--- config.mk ---
export PLATFORM = sky130hd
export DESIGN_NAME = door_plant
export DESIGN_NICKNAME = d
export VERILOG_FILES = /design/src/rtl/door_pkg.sv /design/src/rtl/door_step_gen.sv /design/src/rtl/door_plant.sv
export SDC_FILE = /design/constraint.sdc
export NUM_CORES = 1
export LEC_CHECK = 0
export ABC_AREA = 1
export CORE_ASPECT_RATIO = 0.9
export CORE_MARGIN = 2
export CORE_UTILIZATION = 40
export CTS_BUF_LIST = sky130_fd_sc_hd__clkbuf_16
export DETAILED_ROUTE_END_ITERATION = 12
export PLACE_DENSITY = 0.62
export SYNTH_ARGS = -nofsm -noshare
export SYNTH_HDL_FRONTEND = slang
export SYNTH_SLANG_ARGS = --single-unit
--- constraint.sdc ---
create_clock -name clk -period 2.5 [get_ports clk]
set_input_delay 0.5 -clock clk [delete_from_list [all_inputs] [get_ports clk]]
set_output_delay 0.5 -clock clk [all_outputs]
set_load 0.05 [all_outputs]
--- src/rtl/door_pkg.sv ---
// Shared definitions for the door plant model: state encoding and the
// default values of the plant parameters.
package door_pkg;

    typedef enum logic [1:0] {
        S_IDLE  = 2'd0,
        S_UP    = 2'd1,
        S_DN    = 2'd2,
        S_FAULT = 2'd3
    } state_t;

    localparam int TRAVEL_DEF    = 8;
    localparam int STEP_DIV_DEF  = 2;
    localparam int STALL_MAX_DEF = 4;

endpackage

--- src/rtl/door_step_gen.sv ---
// Movement prescaler: counts 0..STEP_DIV-1 while the door is moving and
// raises a one-cycle step strobe on the last count. A clear (state change)
// zeroes the count and suppresses the strobe, so a partial step is lost.
module door_step_gen
    import door_pkg::*;
#(
    parameter int STEP_DIV = STEP_DIV_DEF
) (
    input  logic clk,
    input  logic rst_n,
    input  logic run,
    input  logic clear,
    output logic step
);

    localparam int CW = (STEP_DIV > 1) ? $clog2(STEP_DIV) : 1;
    localparam logic [CW-1:0] LAST = CW'(STEP_DIV - 1);

    logic [CW-1:0] cnt;

    assign step = run && !clear && (cnt == LAST);

    // Prescaler count: only advances while running and not being cleared.
    always_ff @(posedge clk or negedge rst_n) begin
        if (!rst_n) begin
            cnt <= '0;
        end else if (clear || !run || (cnt == LAST)) begin
            cnt <= '0;
        end else begin
            cnt <= cnt + 1'b1;
        end
    end

endmodule

--- src/rtl/door_plant.sv ---
// Behavioural plant model of a motorised door: position integrates the
// motor commands, endstop limits are reported, and driving into an endstop
// for too long or commanding both directions at once latches a fault.
module door_plant
    import door_pkg::*;
#(
    parameter int TRAVEL    = TRAVEL_DEF,
    parameter int STEP_DIV  = STEP_DIV_DEF,
    parameter int STALL_MAX = STALL_MAX_DEF
) (
    input  logic                          clk,
    input  logic                          rst_n,
    input  logic                          motor_up,
    input  logic                          motor_dn,
    input  logic                          clr_fault,
    output logic                          up_limit,
    output logic                          dn_limit,
    output logic [$clog2(TRAVEL+1)-1:0]   pos,
    output logic                          moving,
    output logic                          fault
);

    localparam int PW = $clog2(TRAVEL + 1);
    localparam int SW = $clog2(STALL_MAX + 1);
    localparam logic [PW-1:0] POS_TOP   = PW'(TRAVEL);
    localparam logic [SW-1:0] STALL_END = SW'(STALL_MAX - 1);

    state_t        state;
    state_t        state_next;
    logic [PW-1:0] pos_next;
    logic [SW-1:0] stall_cnt;
    logic [SW-1:0] stall_next;
    logic          stalled;
    logic          run;
    logic          change;
    logic          step;

    assign run     = (state == S_UP) || (state == S_DN);
    assign change  = (state_next != state);
    assign stalled = ((state == S_UP) && (pos == POS_TOP)) ||
                     ((state == S_DN) && (pos == '0));

    door_step_gen #(.STEP_DIV(STEP_DIV)) u_step (
        .clk   (clk),
        .rst_n (rst_n),
        .run   (run),
        .clear (change),
        .step  (step)
    );

    // Next state, next position and next stall count.
    always_comb begin
        state_next = state;
        pos_next   = pos;
        stall_next = '0;

        unique case (state)
            S_IDLE: begin
                if (motor_up && !motor_dn) begin
                    state_next = S_UP;
                end else if (motor_dn && !motor_up) begin
                    state_next = S_DN;
                end
            end
            S_UP: begin
                if (!(motor_up && !motor_dn)) begin
                    state_next = S_IDLE;
                end else if (stalled && (stall_cnt == STALL_END)) begin
                    state_next = S_FAULT;
                end
            end
            S_DN: begin
                if (!(motor_dn && !motor_up)) begin
                    state_next = S_IDLE;
                end else if (stalled && (stall_cnt == STALL_END)) begin
                    state_next = S_FAULT;
                end
            end
            S_FAULT: begin
                if (clr_fault && !motor_up && !motor_dn) begin
                    state_next = S_IDLE;
                end
            end
            default: state_next = S_IDLE;
        endcase

        // Conflicting commands override every other transition.
        if (motor_up && motor_dn && (state != S_FAULT)) begin
            state_next = S_FAULT;
        end

        if (step) begin
            if ((state == S_UP) && (pos != POS_TOP)) begin
                pos_next = pos + 1'b1;
            end else if ((state == S_DN) && (pos != '0)) begin
                pos_next = pos - 1'b1;
            end
        end

        if (stalled && !change) begin
            stall_next = stall_cnt + 1'b1;
        end
    end

    // State, position and all outputs are registered together.
    always_ff @(posedge clk or negedge rst_n) begin
        if (!rst_n) begin
            state     <= S_IDLE;
            pos       <= POS_TOP;
            stall_cnt <= '0;
            up_limit  <= 1'b1;
            dn_limit  <= 1'b0;
            moving    <= 1'b0;
            fault     <= 1'b0;
        end else begin
            state     <= state_next;
            pos       <= pos_next;
            stall_cnt <= stall_next;
            up_limit  <= (pos_next == POS_TOP);
            dn_limit  <= (pos_next == '0);
            moving    <= (state_next == S_UP) || (state_next == S_DN);
            fault     <= (state_next == S_FAULT);
        end
    end

endmodule

* Word-level counts from Yosys, hierarchy flattened
Index checks and enable logic that the tools add are counted.
** Word-level totals
- Bits in registers :: 14
- Logic and storage cells :: 64
- Output and inout port bits :: 8
- Bits of input ports :: 5
** Cells by class
- Mux-type cells :: 13
- Equality and inequality tests :: 12
- $add $sub $neg :: 4
- Reduce and logical (&&, ||, !) cells :: 27
** Operator list (count)
- 1-bit logical AND :: 14
- 2-bit two-way mux :: 7
- 4-bit two-way mux :: 3
- 2-bit == test, second input constant :: 4
- 4-bit == test, second input constant :: 2
- 4-bit logical NOT :: 2
- 2-bit case mux with 4 select lines :: 1
- 1-bit logical OR :: 5
- 4-bit by 1-bit adder with 4-bit output, second input constant :: 1
- 2-bit by 1-bit == test with 1-bit output, second input constant :: 2
- 1-bit logical NOT :: 4
- 4-bit inequality test, second input constant :: 1
- 4-bit nonzero test :: 1
- 4-bit by 1-bit subtractor with 4-bit output, second input constant :: 1
- 3-bit by 1-bit adder with 3-bit output, second input constant :: 1
- 3-bit by 2-bit == test with 1-bit output, second input constant :: 1
- 3-bit two-way mux :: 1
- 2-bit logical NOT :: 1
- 2-bit inequality test :: 1
- 2-bit inequality test, second input constant :: 1
- 1-bit adder, second input constant :: 1
- 1-bit two-way mux :: 1

* Depth between registers and ports, before layout
- Word-level depth :: 14
- Mapped depth :: 19
- Mapped depth without buffers :: 19

* Modules after synthesis
From an unflattened synthesis, not the netlist that was laid out.
** Unflattened totals
- Cells, all modules :: 108
- Area, all modules :: 908.4 um2
** Modules (own cells, without submodules)
- door_plant :: times used 1, area each 864.6 um2, seq. area each 327.8 um2, cells each 102
- door_step_gen :: times used 1, area each 43.8 um2, seq. area each 25.0 um2, cells each 6

* Worst setup path after synthesis
OpenSTA, ideal clock, no wires.
- Path kind :: reg2reg
- Start point :: reg pos[0]
- End point :: reg up_limit
- Data arrival time :: 2.182 ns
- Required time :: 2.433 ns
- Path slack :: 0.250 ns
- Buffers on the path :: 0
- Period minus slack after synthesis :: 2.250 ns
- Cell stages (with the launch flop) :: 18
- Setup time :: 0.067 ns
- Cells stage by stage :: dfrtp_1 inv_1 ha_1 nand4_1 nand2_2 nand2_1 nand2_1 nand2_1 nand2_2 nand2_1 nand2_2 nor2_8 nand3_4 nand2_1 nand2_2 inv_2 nand2_2 nor2_1
** On the way
- Longest elaborated chain between the ends :: 14
- Elaborated cells between the ends (all ways) :: 25
- Classes of those cells :: 2 x add/sub; 4 x eq/ne; 8 x mux; 11 x reduce/logical
** Ends and longest elaborated chain
- start, declared :: RTL line door_plant.sv:18 : output logic [$clog2(TRAVEL+1)-1:0] pos,
- start signal, assigned :: RTL line door_plant.sv:117 : pos <= pos_next;
- 4-bit == test or 4-bit logical NOT (tied branches) :: RTL line door_plant.sv:40, door_plant.sv:41
- 1-bit logical AND (on tied branches) :: RTL line door_plant.sv:40, door_plant.sv:41
- 1-bit logical OR * :: RTL line door_plant.sv:40 : assign stalled = ((state == S_UP) && (pos == POS_TOP)) ||
- 1-bit logical AND * :: RTL line door_plant.sv:68, door_plant.sv:75
- 2-bit two-way mux * :: RTL line door_plant.sv:68, door_plant.sv:75
- 2-bit two-way mux (on tied branches) :: RTL line door_plant.sv:73, door_plant.sv:66
- 2-bit case mux with 4 select lines * :: RTL line door_plant.sv:57 : unique case (state)
- 2-bit two-way mux * :: RTL line door_plant.sv:88 : if (motor_up && motor_dn && (state != S_FAULT)) begin
- named net state_next[1] :: RTL line door_plant.sv:29 : state_t state_next;
- 2-bit inequality test * :: RTL line door_plant.sv:39 : assign change = (state_next != state);
- 1-bit logical NOT * :: RTL line door_step_gen.sv:21 : assign step = run && !clear && (cnt == LAST);
- 1-bit logical AND * (2 in a row) :: RTL line door_step_gen.sv:21
- 4-bit two-way mux * :: RTL line door_plant.sv:92 : if (step) begin
- named net pos_next[0] :: RTL line door_plant.sv:30 : logic [PW-1:0] pos_next;
- 4-bit == test * :: RTL line door_plant.sv:119 : up_limit <= (pos_next == POS_TOP);
- end signal, assigned :: RTL line door_plant.sv:119
- end, declared :: RTL line door_plant.sv:16 : output logic up_limit,
Mark *: on every way through the listed nets, which the timed path passes. The rest lies on a longest branch.

* Worst setup path in the final report
- Start point :: in motor_dn
- End point :: reg up_limit
** On the way
- Longest elaborated chain between the ends :: 11
- Elaborated cells between the ends (all ways) :: 19
- Classes of those cells :: 2 x eq/ne; 8 x mux; 9 x reduce/logical
** Ends and longest elaborated chain
- start, declared :: RTL line door_plant.sv:14 : input logic motor_dn,
- 1-bit logical AND or 1-bit logical NOT (tied branches)
- 2-bit two-way mux, or another cell as far along :: RTL line door_plant.sv:61 : end else if (motor_dn && !motor_up) begin
- 2-bit two-way mux (on tied branches) :: RTL line door_plant.sv:59, door_plant.sv:66, door_plant.sv:80
- 2-bit case mux with 4 select lines :: RTL line door_plant.sv:57
- 2-bit two-way mux * :: RTL line door_plant.sv:88
- named net state_next[0] :: RTL line door_plant.sv:29
- 2-bit inequality test * :: RTL line door_plant.sv:39
- 1-bit logical NOT * :: RTL line door_step_gen.sv:21
- 1-bit logical AND * (2 in a row) :: RTL line door_step_gen.sv:21
- 4-bit two-way mux * :: RTL line door_plant.sv:92
- named net pos_next[0] :: RTL line door_plant.sv:30
- 4-bit == test * :: RTL line door_plant.sv:119
Marks and branches as above.

==> flow_metrics.tcl <==
set metrics [dict create \
    p_per_area_nw_per_um2 1280 \
    htree_levels 1 \
    hpwl_mm 1.47 \
    required_ns 2.67 \
    clock_latency_ns 0.24 \
    cts_sinks 14 \
    synthMuxAreaShare 0.00996 \
    crit_arrival_ns 2.36 \
    cts_setup_buffers 0 \
    grt_pass1_vias 778 \
    max_freq_mhz 458 \
    fin_nets 163 \
    synth_top_area_frac 0.299 \
    syn_area_per_cell_um2 7.55 \
    wl_met1_um 922 \
    rows 17 \
    die-area_um2 2930 \
    yosysSeqAreaShare 0.351 \
    drt_first_iter_violations 13 \
    routed_wl_mm 1.85 \
    cts_tree "built" \
    end_kind "register" \
    wl_met3_um 65 \
    setup_tns_ns 0 \
    synthAdderAreaFrac 0.112 \
    antenna_found_initial 0 \
    ys_top_cells_by_area "dfrtp_1, nand2_1, ha_1" \
    vias 840 \
    highest_layer "met4" \
    crit_top_cell "nand2_1" \
    synth_compound_area_frac 0.0436 \
    ir_drop_mv 0.709 \
    track_usage 0.149 \
    synthCells 133 \
    n_antenna_cell 0 \
    die_w_um 56.8 \
    core_um2 2420 \
    fin_crit_ns 2.19 \
    grt_pass1_wl_mm 3.31 \
    final-setup-viol-count 0 \
    place_congestion 0.725 \
    syn-cell-area_um2 1000 \
    drv_cap 0 \
    start_util 0.414 \
    synth_top_family_by_area "simple AND/OR/NAND/NOR gates" \
    cts_root_buffer "clkbuf_16" \
    cp_top_family "simple AND/OR/NAND/NOR gates" \
    path_buf_inv 4 \
    finalClockSkew_ns 0.00132 \
    die_h_um 51.5 \
    power_leakage_nw 0.605 \
    cts_hold_buf 0 \
    syn_nets 147 \
    portBuffers 12 \
    met2_length_um 839 \
    slew_headroom 0.601 \
    yosys.area_share.simple 0.362 \
    slowest_stage "clkdlybuf4s50_1" \
    status "finished clean" \
    yosysTopAreaCell "dfrtp_1" \
    num_io_pins 13 \
    finalHoldViolCount 0 \
    synth_seq_cells 14 \
    numCtsBuffers 3 \
    first_pass_iters 4 \
    worstMarginPinSlew_ns 0.597 \
    ant_nets 0 \
    grt_start_max_net_pins 15 \
    drc 0 \
    finalCritPeriodShare 0.874 \
    worst-path-max-fanout 7 \
    clock_path_buffers 2 \
    timing.critical_path.cells "clkdlybuf4s50_1, inv_2, nand3_1, nand2_1, inv_2, nand2_1, nand2_1, nand2_1, nand2_1, nand2_1, nand2_1, nand2_2, nor2_8, nand3_4, nand2_1, nand2_2, inv_2, nand2_2, nor2_1" \
    hp-class "reg2reg" \
    yosysWarnings 0 \
    syn2layout_area_growth_pct 22.4 \
    finalMaxSlewViolations 0 \
    p_total_mw 1.58 \
    synthXorXnorAreaFrac 0.0349 \
    max_stage_delay_ns 0.52 \
    routedWlPerCell_um 10.5 \
    synth_cell_types 22 \
    layout-drive-gt1-share 0.176 \
    rsz0062_at_grt "false" \
    cts.repair.resized 0 \
    post_drt_via_cell_ratio 4.77 \
    path_class "in2reg" \
    clk_pin_slew_worst_paths_ns 0.04 \
    overflow 0 \
    crit_path_start_kind "primary input" \
]
-- sequential cells by signal, indices dropped and copies added (netlist names) --
| name | cells |
|---|---|
| pos | 4 |
| dn_limit | 1 |
| fault | 1 |
| stall_cnt | 3 |
| state | 2 |
| u_step.cnt | 1 |
| up_limit | 1 |
| moving | 1 |
-- logic make-up after synthesis --
family | Yosys count
DFF | 14
and+or+nand+nor | 76
adders and majority gates | 9
muxes | 1
AOI/OAI and AO/OA | 8
xor gates and xnor gates | 4
buffers and inverters | 21
-- per-layer routing --
layer  track usage  vias up
li1              -      450
met1         0.186      374
met2         0.244       12
met3        0.0299        4
met4        0.0814        0
met5             0        -
-- synth_stat cells, drive strengths merged --
master and number:
ha 9, nand3 11, a21oi 3, nand4 5
buf 1, nand2 41, o21ai 5, nor3 1
mux2i 1, xnor2 1, dfstp 2, inv 20
dfrtp 12, nor2 18, xor2 3
-- layout make-up --
class	count	area, um^2
fill	250	1190
multi-input combinational	98	566
sequential	14	355
timing repair buffer	12	120
clock buffer	3	75.1
inverter	20	75.1
tap	28	35.0
clock inverter	1	3.75
-- through the flow --
| step | hold slack, ns | std cells | utilization | cell area (um^2) | setup slack (ns) |
|---|---|---|---|---|---|
| 6_report | 0.427 | 176 | 0.507 | 1230 | 0.314 |
| 5_1_grt | 0.454 | 176 | 0.507 | 1230 | 0.0365 |
| 4_1_cts | 0.432 | 176 | 0.506 | 1230 | 0.303 |
| 3_5_place_dp | 0.426 | 172 | 0.474 | 1150 | 0.0810 |
| 3_3_place_gp | 0.420 | 172 | 0.474 | 1150 | 0.133 |
| 2_1_floorplan | 0.204 | 133 | - | 1000 | 0.250 |
-- where the power goes --
part           internal, mW  switching [mW]  total [mW]
combinational         0.309           0.590       0.899
clock                 0.211          0.0857       0.296
sequential            0.301          0.0831       0.384
-- placed cells by master (no fill, tap or decap), types with 4 or more instances in the layout --
cell,synthesis,routed
nand2_1,33,33
dfrtp_1,12,10
o21ai_0,4,4
nor2_1,16,16
nand2_2,8,8
nand3_1,10,10
nand4_1,5,5
ha_1,9,9
clkdlybuf4s50_1,0,12
inv_2,7,7
inv_1,13,13
-- path summary, 6_finish.rpt --
| path | start | endpoint | slack, ns | depth (start not counted) |
|---|---|---|---|---|
| setup / recovery | motor_dn | up_limit | 0.31 | 19 |
| setup reg to reg | state[1] | up_limit | 0.35 | 16 |
| hold reg to reg | stall_cnt[0] | stall_cnt[0] | 0.43 | 1 |
| max in group asynchronous | rst_n | state[0] | 1.44 | 1 |
| min in group asynchronous | rst_n | pos[2] | 0.64 | 1 |
| hold / removal | stall_cnt[0] | stall_cnt[0] | 0.43 | 1 |
Power figures use the tool's default switching activity.
